[src/rtl/lib_arbiter_pkg.sv]
// Shared types for the group readout scheduler: FSM states and the tagged pixel event.
package lib_arbiter_pkg;

  localparam int SCHED_GRP_ADD = 2;
  localparam int SCHED_ROW_ADD = 2;
  localparam int SCHED_COL_ADD = 2;

  typedef enum logic [1:0] {
    IDLE    = 2'd0,
    SERVE   = 2'd1,
    HOLD    = 2'd2,
    RELEASE = 2'd3
  } sched_state_t;

  typedef struct packed {
    logic [SCHED_GRP_ADD-1:0] grp;
    logic [SCHED_ROW_ADD-1:0] x;
    logic [SCHED_COL_ADD-1:0] y;
  } sched_evt_t;

endpackage

[src/rtl/sched_event_fifo.sv]
// First-word-fall-through event FIFO; head valid the cycle after the first push.
// A push while full is rejected even if a pop happens in the same cycle.
module sched_event_fifo
  import lib_arbiter_pkg::*;
#(
  parameter int DEPTH = 4
) (
  input  logic                       grp_release_clk,
  input  logic                       reset_i,
  input  logic                       push,
  input  sched_evt_t                 push_evt,
  input  logic                       pop,
  output sched_evt_t                 head,
  output logic [$clog2(DEPTH+1)-1:0] count,
  output logic                       full,
  output logic                       almost_full
);

  localparam int AW = $clog2(DEPTH);
  localparam int CW = $clog2(DEPTH + 1);

  sched_evt_t     mem [DEPTH];
  logic [AW-1:0]  wr_ptr;
  logic [AW-1:0]  rd_ptr;
  logic           push_ok;
  logic           pop_ok;
  logic [CW-1:0]  count_nxt;

  assign full        = (count == CW'(DEPTH));
  assign push_ok     = push && !full;
  assign pop_ok      = pop && (count != '0);
  assign count_nxt   = count + CW'(push_ok) - CW'(pop_ok);
  // Looks at the post-update level so the scheduler can pause one cycle early.
  assign almost_full = (count_nxt >= CW'(DEPTH - 1));
  assign head        = mem[rd_ptr];

  always_ff @(posedge grp_release_clk or posedge reset_i) begin
    if (reset_i) begin
      wr_ptr <= '0;
      rd_ptr <= '0;
      count  <= '0;
    end else begin
      if (push_ok) wr_ptr <= wr_ptr + AW'(1);
      if (pop_ok)  rd_ptr <= rd_ptr + AW'(1);
      count <= count_nxt;
    end
  end

  always_ff @(posedge grp_release_clk) begin
    if (push_ok) mem[wr_ptr] <= push_evt;
  end

endmodule

[src/rtl/grp_readout_scheduler.sv]
// Round-robin scheduler sharing one event readout path among NUM_GRPS pixel groups.
// Define SCHED_BURST_LIMIT_EN to force rotation after MAX_BURST events per tenure.
module grp_readout_scheduler
  import lib_arbiter_pkg::*;
#(
  parameter int NUM_GRPS   = 4,
  parameter int GRP_ADD    = 2,
  parameter int ROW_ADD    = 2,
  parameter int COL_ADD    = 2,
  parameter int FIFO_DEPTH = 4,
  parameter int MAX_BURST  = 8
) (
  input  logic                        grp_release_clk,
  input  logic                        reset_i,
  input  logic                        enable_i,
  input  logic [NUM_GRPS-1:0]         grp_req_i,
  input  logic [NUM_GRPS-1:0]         grp_active_i,
  input  logic [NUM_GRPS*ROW_ADD-1:0] grp_x_add_i,
  input  logic [NUM_GRPS*COL_ADD-1:0] grp_y_add_i,
  input  logic [NUM_GRPS-1:0]         grp_release_i,
  output logic [NUM_GRPS-1:0]         grp_enable_o,
  output logic                        evt_valid_o,
  input  logic                        evt_ready_i,
  output logic [GRP_ADD-1:0]          evt_grp_o,
  output logic [ROW_ADD-1:0]          evt_x_o,
  output logic [COL_ADD-1:0]          evt_y_o,
  output logic                        busy_o,
  output logic                        overflow_o,
  output logic                        grp_release_o
);

  localparam int CW = $clog2(FIFO_DEPTH + 1);

  if (FIFO_DEPTH < 4 || (FIFO_DEPTH & (FIFO_DEPTH - 1)) != 0 || MAX_BURST < 1 ||
      (1 << GRP_ADD) < NUM_GRPS || GRP_ADD != SCHED_GRP_ADD ||
      ROW_ADD != SCHED_ROW_ADD || COL_ADD != SCHED_COL_ADD) begin : g_cfg_check
    $error("grp_readout_scheduler: unsupported parameter combination");
  end

  sched_state_t       state;
  logic [GRP_ADD-1:0] cur;
  logic [GRP_ADD-1:0] last;
  logic [GRP_ADD-1:0] win;
  logic [ROW_ADD-1:0] cur_x;
  logic [COL_ADD-1:0] cur_y;
  logic               observe;
  logic               push;
  logic               drop;
  logic               pop;
  logic               full;
  logic               almost_full;
  logic [CW-1:0]      count;
  logic               burst_hit;
  sched_evt_t         push_evt;
  sched_evt_t         head;

  function automatic logic [GRP_ADD-1:0] rr_winner(input logic [NUM_GRPS-1:0] req,
                                                    input logic [GRP_ADD-1:0]  from);
    logic [GRP_ADD-1:0] pick;
    logic [GRP_ADD-1:0] idx;
    logic               found;
    pick  = '0;
    found = 1'b0;
    for (int k = 1; k <= NUM_GRPS; k++) begin
      idx = GRP_ADD'((int'(from) + k) % NUM_GRPS);
      if (!found && req[idx]) begin
        pick  = idx;
        found = 1'b1;
      end
    end
    return pick;
  endfunction

  function automatic logic [NUM_GRPS-1:0] grp_onehot(input logic [GRP_ADD-1:0] g);
    logic [NUM_GRPS-1:0] v;
    v    = '0;
    v[g] = 1'b1;
    return v;
  endfunction

  assign win = rr_winner(grp_req_i, last);

  always_comb begin
    cur_x = '0;
    cur_y = '0;
    for (int g = 0; g < NUM_GRPS; g++) begin
      if (GRP_ADD'(g) == cur) begin
        cur_x = grp_x_add_i[g*ROW_ADD +: ROW_ADD];
        cur_y = grp_y_add_i[g*COL_ADD +: COL_ADD];
      end
    end
  end

  // HOLD still accepts the one event already in flight when the enable dropped.
  assign observe  = ((state == SERVE) || (state == HOLD)) && grp_active_i[cur];
  assign push     = observe && !full;
  assign drop     = observe && full;
  assign pop      = evt_valid_o && evt_ready_i;
  assign push_evt = '{grp: cur, x: cur_x, y: cur_y};

  sched_event_fifo #(
    .DEPTH (FIFO_DEPTH)
  ) u_fifo (
    .grp_release_clk (grp_release_clk),
    .reset_i         (reset_i),
    .push            (push),
    .push_evt        (push_evt),
    .pop             (pop),
    .head            (head),
    .count           (count),
    .full            (full),
    .almost_full     (almost_full)
  );

  assign evt_valid_o = (count != '0);
  assign evt_grp_o   = evt_valid_o ? head.grp : '0;
  assign evt_x_o     = evt_valid_o ? head.x   : '0;
  assign evt_y_o     = evt_valid_o ? head.y   : '0;

`ifdef SCHED_BURST_LIMIT_EN
  localparam int BW = $clog2(MAX_BURST + 1);
  logic [BW-1:0] burst_cnt;
  logic [BW-1:0] burst_nxt;

  assign burst_nxt = burst_cnt + BW'(push);
  assign burst_hit = (burst_nxt >= BW'(MAX_BURST));

  // Only SERVE pushes count toward the tenure; HOLD keeps the running total.
  always_ff @(posedge grp_release_clk or posedge reset_i) begin
    if (reset_i) begin
      burst_cnt <= '0;
    end else if (state == IDLE) begin
      burst_cnt <= '0;
    end else if (state == SERVE) begin
      burst_cnt <= burst_nxt;
    end
  end
`else
  assign burst_hit = 1'b0;
`endif

  always_ff @(posedge grp_release_clk or posedge reset_i) begin
    if (reset_i) begin
      state         <= IDLE;
      cur           <= '0;
      last          <= GRP_ADD'(NUM_GRPS - 1);
      grp_enable_o  <= '0;
      busy_o        <= 1'b0;
      overflow_o    <= 1'b0;
      grp_release_o <= 1'b0;
    end else begin
      if (drop) overflow_o <= 1'b1;
      grp_release_o <= 1'b0;
      case (state)
        IDLE: begin
          grp_release_o <= enable_i && (grp_req_i == '0);
          if (enable_i && (grp_req_i != '0)) begin
            cur          <= win;
            grp_enable_o <= grp_onehot(win);
            busy_o       <= 1'b1;
            state        <= SERVE;
          end
        end
        SERVE: begin
          if (!enable_i) begin
            grp_enable_o <= '0;
            busy_o       <= 1'b0;
            state        <= IDLE;
          end else if (grp_release_i[cur] || !grp_req_i[cur] || burst_hit) begin
            grp_enable_o <= '0;
            state        <= RELEASE;
          end else if (almost_full) begin
            grp_enable_o <= '0;
            state        <= HOLD;
          end
        end
        HOLD: begin
          if (!enable_i) begin
            busy_o <= 1'b0;
            state  <= IDLE;
          end else if (count <= CW'(FIFO_DEPTH / 2)) begin
            grp_enable_o <= grp_onehot(cur);
            state        <= SERVE;
          end
        end
        RELEASE: begin
          last   <= cur;
          busy_o <= 1'b0;
          state  <= IDLE;
        end
        default: begin
          grp_enable_o <= '0;
          busy_o       <= 1'b0;
          state        <= IDLE;
        end
      endcase
    end
  end

endmodule

[config.mk]
export PLATFORM = sky130hd
export DESIGN_NAME = grp_readout_scheduler
export DESIGN_NICKNAME = d
export VERILOG_FILES = /design/src/rtl/lib_arbiter_pkg.sv /design/src/rtl/sched_event_fifo.sv /design/src/rtl/grp_readout_scheduler.sv
export SDC_FILE = /design/constraint.sdc
export NUM_CORES = 1
export LEC_CHECK = 0
export CORE_ASPECT_RATIO = 1.5
export CORE_MARGIN = 2
export CORE_UTILIZATION = 50
export CTS_CLUSTER_DIAMETER = 50
export CTS_CLUSTER_SIZE = 30
export DETAILED_ROUTE_END_ITERATION = 8
export DONT_BUFFER_PORTS = 1
export HOLD_SLACK_MARGIN = 0.15
export RECOVER_POWER = 25
export SLEW_MARGIN = 5
export SYNTH_ARGS = -nofsm -noshare
export SYNTH_HDL_FRONTEND = slang
export SYNTH_SLANG_ARGS = --single-unit
[constraint.sdc]
create_clock -name grp_release_clk -period 4.11 [get_ports grp_release_clk]
set_input_delay 0.822 -clock grp_release_clk [delete_from_list [all_inputs] [get_ports grp_release_clk]]
set_output_delay 0.822 -clock grp_release_clk [all_outputs]
set_load 0.03 [all_outputs]
* After elaboration in Yosys (flattened, before gate mapping)
Memory sizes are Yosys's and may differ from the RTL's.
Index checks and enable logic that the tools add are counted.
** Cells by class
- $add $sub $neg :: 8
- Order comparisons :: 10
- Reductions and logical operators :: 31
- Equality and inequality tests :: 13
- Multiplexer cells :: 56
** Operators by type and width (count)
- $mux W2 :: 21
- $mux W4 :: 6
- $lt A2 B3 Y1 const B :: 6
- $mux W1 :: 17
- $bmux W1 S2 :: 7
- $logic_and A1 B1 Y1 :: 13
- $pmux W4 S3 :: 1
- $add A2 B1 Y2 const B :: 4
- $pmux W2 S4 :: 1
- $ne A2 B2 Y1 const B :: 3
- $reduce_bool A3 Y1 :: 2
- $logic_not A1 Y1 :: 5
- $reduce_and A5 Y1 :: 1
- $add A2 B2 Y2 const B :: 2
- $demux W1 S2 :: 2
- $eq A2 B2 Y1 const A :: 2
- $eq A2 B2 Y1 const B :: 2
- $ge A2 B1 Y1 const B :: 2
- $logic_not A2 Y1 :: 2
- $logic_not A4 Y1 :: 1
- $ne A4 B3 Y1 const B :: 1
- $reduce_and A2 Y1 :: 2
- $reduce_bool A4 Y1 :: 1
- $add A3 B1 Y3 :: 1
- other kinds (12) :: 13
** Storage, ports and cells
- RAM bits :: 24
- Memories kept :: 1
- Input bits :: 32
- Register bits :: 20
- Word-level logic and storage cells :: 129
** Memories
- u_fifo.mem :: depth 4, width 6, read ports 1, clocked after Yosys merged registers in 0, wr ports 1, line sched_event_fifo.sv:22 : sched_evt_t mem [DEPTH];

* Depth between registers and ports, before layout
- Depth in word-level cells :: 19
- Depth in mapped cells :: 12

* By module
From an unflattened synthesis, not the netlist that was laid out.
** Second synthesis, totals
- Cells, all modules :: 185
- Area, all modules :: 2468.6 µm²
** Modules (own cells, without submodules)
- sched_event_fifo :: instances 1, seq. area each 895.9 µm², cells an instance 72, area each 1336.3 µm²
- grp_readout_scheduler :: instances 1, seq. area each 327.8 µm², cells an instance 113, area each 1132.3 µm²

* Worst setup path before layout
Ideal clock, no wire load.
- Kind :: input-to-reg
- Start :: input grp_active_i[3]
- End :: register state[1]
- Setup time :: 0.124 ns
- Stages :: 10
- Path buffers :: 0
- Arrival :: 3.032 ns
- Setup slack :: 0.954 ns
- Cells stage by stage :: mux4_2 nand2_1 a21oi_1 ha_1 fa_1 xnor2_1 a211oi_1 a21o_1 nor3_1 a211o_1
** Between the ends
- Word-level cells in the longest chain between the ends :: 10
** RTL lines
- start: declaration :: line grp_readout_scheduler.sv:17 : input logic [NUM_GRPS-1:0] grp_active_i,
- $bmux W1 S2 :: line grp_readout_scheduler.sv:95 : assign observe = ((state == SERVE) || (state == HOLD)) && grp_active_i[cur];
- $mux W1 (implied by the code) :: line grp_readout_scheduler.sv:95
- $logic_and A1 B1 Y1 :: line grp_readout_scheduler.sv:95
- $logic_and A1 B1 Y1 :: line grp_readout_scheduler.sv:96 : assign push = observe && !full;
- $logic_and A1 B1 Y1 :: line sched_event_fifo.sv:30 : assign push_ok = push && !full;
- $add A3 B1 Y3 :: line sched_event_fifo.sv:32 : assign count_nxt = count + CW'(push_ok) - CW'(pop_ok);
- $sub A3 B1 Y3 :: line sched_event_fifo.sv:32
- via u_fifo.count_nxt[2] :: line sched_event_fifo.sv:27 : logic [CW-1:0] count_nxt;
- $ge A3 B2 Y1 :: line sched_event_fifo.sv:34 : assign almost_full = (count_nxt >= CW'(DEPTH - 1));
- $ne A4 B3 Y1 (no line)
- $reduce_and A3 Y1 (no line)
- end signal: assignment :: line grp_readout_scheduler.sv:144 : state <= IDLE;
- end signal: assignment :: line grp_readout_scheduler.sv:161 : state <= SERVE;
- end signal: assignment :: line grp_readout_scheduler.sv:168 : state <= IDLE;
- end: declaration :: line grp_readout_scheduler.sv:40 : sched_state_t state;
The timed path passes the listed nets, and every way through them passes these cells. The select of a mux whose other input is x is not followed.
A chain may end at the register's enable or synchronous reset.

* Worst setup path after layout
- Start :: register u_fifo.count[1]
- End :: register state[1]
** Between the ends
- Elaborated cells between the ends (all ways) :: 14
- Classes of those cells :: add/sub (2); order compare (2); eq/ne (3); reduce/logical (7)
** RTL lines
- start: declaration :: line sched_event_fifo.sv:14 : output logic [$clog2(DEPTH+1)-1:0] count,
- start signal: assignment :: line sched_event_fifo.sv:45 : count <= count_nxt;
- $reduce_bool A3 Y1 (*) :: line grp_readout_scheduler.sv:115 : assign evt_valid_o = (count != '0);
- via evt_valid_o :: line grp_readout_scheduler.sv:22 : output logic evt_valid_o,
- $logic_and A1 B1 Y1 :: line grp_readout_scheduler.sv:98 : assign pop = evt_valid_o && evt_ready_i;
- $logic_and A1 B1 Y1 (*) :: line sched_event_fifo.sv:31 : assign pop_ok = pop && (count != '0);
- via u_fifo.pop_ok :: line sched_event_fifo.sv:26 : logic pop_ok;
- $sub A3 B1 Y3 (*) :: line sched_event_fifo.sv:32
- via u_fifo.count_nxt[2] :: line sched_event_fifo.sv:27
- $ge A3 B2 Y1 (*) :: line sched_event_fifo.sv:34
- $ne A4 B3 Y1 (no line) (*)
- $reduce_and A3 Y1 (no line) (*)
Mark *: on every way through the listed nets, which the timed path passes. The rest lies on a longest branch.

==> flow_summary.toml <==
[run_status]
status = "finished, final reports clean"

[sta]
slew_headroom_pct = 42.79
fmax_ghz = 0.2923
setup_violations = 0
fin_skew_ps = 9.040
drv_slew = 0
fin_crit_sh_pct = 83.25
hold_violations = 0
rsz0062_at_grt = "no"
fin_tns_setup_ps = 0
worst_slew_pin_slew_ps = 858.2
final.min_clock_period_ps = 3422

[clock_network]
cts_root_buffer = "clkbuf_8"
postCtsSetupBuffers = 0
clock-sinks = 44
cts_tree = "built"
h-tree-depth = 2
ctsResizeCount = 0
clockBufferDepth = 2
cts_buffers = 5
clk_latency_ps = 300
cts_hold_buf = 0
clk_pin_slew_worst_paths_ps = 80

[cells_and_area]
syn_to_final_growth_pct = 7.108
finalNetCount = 220
drive_above_1_share_pct = 16.57
seq_area_mm2 = 0.001224
final_area_mm2 = 0.002451
multiInputGateArea_um2 = 999.7
nFillCells = 389
n_antenna_cell = 0

[floorplanning]
rows = 30
dieWidth_um = 59.24
fp.coreArea_mm2 = 0.004467
io_pins = 46
start_util_pct = 51.23
die_y_um = 86.86
die_area_mm2 = 0.005145

[critical_path]
worstSetupPathType = "flip-flop to flip-flop"
reg2reg_from = "u_fifo.count[1]$_DFF_PP0_"
cp-end-kind = "flip-flop"
slowest_delay_ps = 420
slowest_stage = "a211oi_1"
rrSetupSlack_ps = 690
path_max_fanout = 8
reg2reg_depth = 12
path_buf_inv = 1
cp_cell_sequence = "nor2_1, nand2_1, and2_1, ha_1, inv_1, ha_1, fa_1, xnor2_1, a211oi_1, a21o_1, nor3_1, a211o_1"
crit_required_ps = 4300
crit_end = "state[1]$_DFFE_PP0P_"
worst_ep_arrival_time_ps = 3610
crit_top_cell = "ha_1"
cp.depth = 12
worst_setup_path_start_kind = "flip-flop"
critPathTopFamily = "simple AND/OR/NAND/NOR gates"
critPathLaunch = "u_fifo.count[1]$_DFF_PP0_"
r2r_end = "state[1]$_DFFE_PP0P_"

[route]
wl_per_cell_um = 20.43
drtPass1Iterations = 4
vias_per_cell = 6.247
route.antenna.remaining_nets = 0
routed_wl_mm = 4.555
dr.first_iter.drc_count = 57
drc_errors = 0
vias = 1393

[logic_synthesis]
synth_area_leaders = "edfxtp_1 (31%), dfrtp_1 (20%), mux4_2 (11%)"
synth.largest_area_cell = "edfxtp_1"
synth-edff-count = 24
ys_ff_latch = 44
synth_flop_cell = "edfxtp_1"
syn_area_per_cell_um2 = 13.54
yosys_warnings = 0
syn_nets = 215
yosysSeqAreaShare_pct = 53.47
async_reset_ff_share_pct = 45.45
postSynthCellCount = 169
syn_area_mm2 = 0.002288
yosysTopAreaCellShare_pct = 31.49
synth.distinct_cells = 44

[power_and_ir_drop]
powerDensity_mw_per_mm2 = 877.0
p_leak_nw = 0.9487
ir_worst_vdd_mv = 0.4040
power_mw = 2.149

[grt]
grt_pass1_vias = 1551
grt_start_max_net_pins = 21
grt_pass1_wl_mm = 7.410
grt-ovfl-total = 0
antenna_found_initial = 0
grt_usage_pct = 19.80

[job]
max-cap-violations = 0

[hold_path]
hold_class = "input port to asynchronous set/reset pin"

[placement]
portBuffers = 0
gp_congestion = 0.8961
placed_area_mm2 = 0.002344
hpwl_mm = 3.473
## where the power goes
part / internal, mW / leakage, nW / switching, mW
combinational: 0.395 / 0.439 / 0.553
clock: 0.183 / 0.0548 / 0.152
sequential: 0.675 / 0.455 / 0.191
## synth_stat cells, types with 2 or more instances
cell and n:
a21o_1 2, a21oi_1 4, a31oi_1 4, and2_1 11
clkbuf_1 2, dfrtp_1 18, dfstp_2 2, edfxtp_1 24
ha_1 13, inv_1 12, mux2_2 5, mux4_2 11
nand2_1 9, nand2b_1 6, nor2_1 10, nor2b_1 3
nor4bb_1 2, o21ai_0 3, xnor2_1 3
## registers in the layout (all words and copies together) (netlist names), 2 cells and up
name / flops
u_fifo.mem: 24
grp_enable_o: 4
u_fifo.count: 3
cur: 2
last: 2
state: 2
u_fifo.rd_ptr: 2
u_fifo.wr_ptr: 2
## worst reg2reg max path, stage by stage (launching register included)
cell and delay [ps]:
dfrtp_1 400, nor2_1 200, nand2_1 370, and2_1 340, ha_1 280, inv_1 40
ha_1 200, fa_1 370, xnor2_1 150, a211oi_1 420, a21o_1 250, nor3_1 60
a211o_1 220
## routing by layer
metal	global-route usage (%)	share of wire, %
met1	20.54	36
met2	36.76	56
met3	4.309	5.0
met4	8.471	2.7
met5	0	0
## cells by family (layout without fill, tap and decap cells)
| group | Yosys count | after routing | synth area share (%) |
|---|---|---|---|
| AO/OA/AOI/OAI | 23 | 23 | 7.709 |
| XOR/XNOR | 4 | 4 | 1.531 |
| adder cells (fa/ha/maj) | 14 | 14 | 7.983 |
| buffers and inverters | 16 | 22 | 2.843 |
| flip-flops | 44 | 44 | 53.47 |
| multiplexers | 17 | 17 | 13.72 |
| AND/OR/NAND/NOR | 51 | 51 | 12.74 |
## per-stage QoR
step	setup slack (ps)	hold slack, ps	utilization, %	instances
global route	450.9	605.0	54.87	223
floorplan	954.2	539.3	-	169
detailed placement	692.8	620.0	52.46	215
CTS	675.3	582.3	55.04	223
global placement	822.0	591.3	52.46	215
finish	688.3	548.1	54.87	223
## cells in the final DEF (no fill, tap or decap), types with 2 or more instances in the layout
| master | instances |
|---|---|
| a21oi_1 | 4 |
| clkbuf_1 | 2 |
| o21ai_0 | 3 |
| a31oi_1 | 4 |
| edfxtp_1 | 24 |
| mux4_2 | 11 |
| nor4bb_1 | 2 |
| xnor2_1 | 3 |
| nor2b_1 | 3 |
| dfrtp_1 | 18 |
| ha_1 | 13 |
| mux2_2 | 5 |
| nor2_1 | 10 |
| a21o_1 | 2 |
| nand2b_1 | 6 |
| dfstp_2 | 2 |
| and2_1 | 11 |
| nand2_1 | 9 |
| inv_1 | 12 |
| clkbuf_8 | 5 |
## cell type report
cell class                 count  share of cell area [%]
clock buffer                   5                   2.808
clock inverter                 3                   1.889
inverter                      12                   1.838
multi-input combinational    109                   40.79
sequential                    44                   49.92
tap                           48                   2.450
timing repair buffer           2                  0.3063
## how the worst min path moves through the flow
| stage | end | depth (start not counted) |
|---|---|---|
| after floorplan | u_fifo.mem[0][5]$_DFFE_PP_ | 0 |
| after global placement | overflow_o$_DFFE_PP0P_ | 1 |
| after detailed placement | state[0]$_DFFE_PP0P_ | 1 |
| after CTS | u_fifo.wr_ptr[1]$_DFFE_PP0N_ | 1 |
| after global routing | u_fifo.wr_ptr[1]$_DFFE_PP0N_ | 1 |
| final | busy_o$_DFFE_PP0P_ | 1 |
No activity file was read; power rests on OpenSTA's default activity.
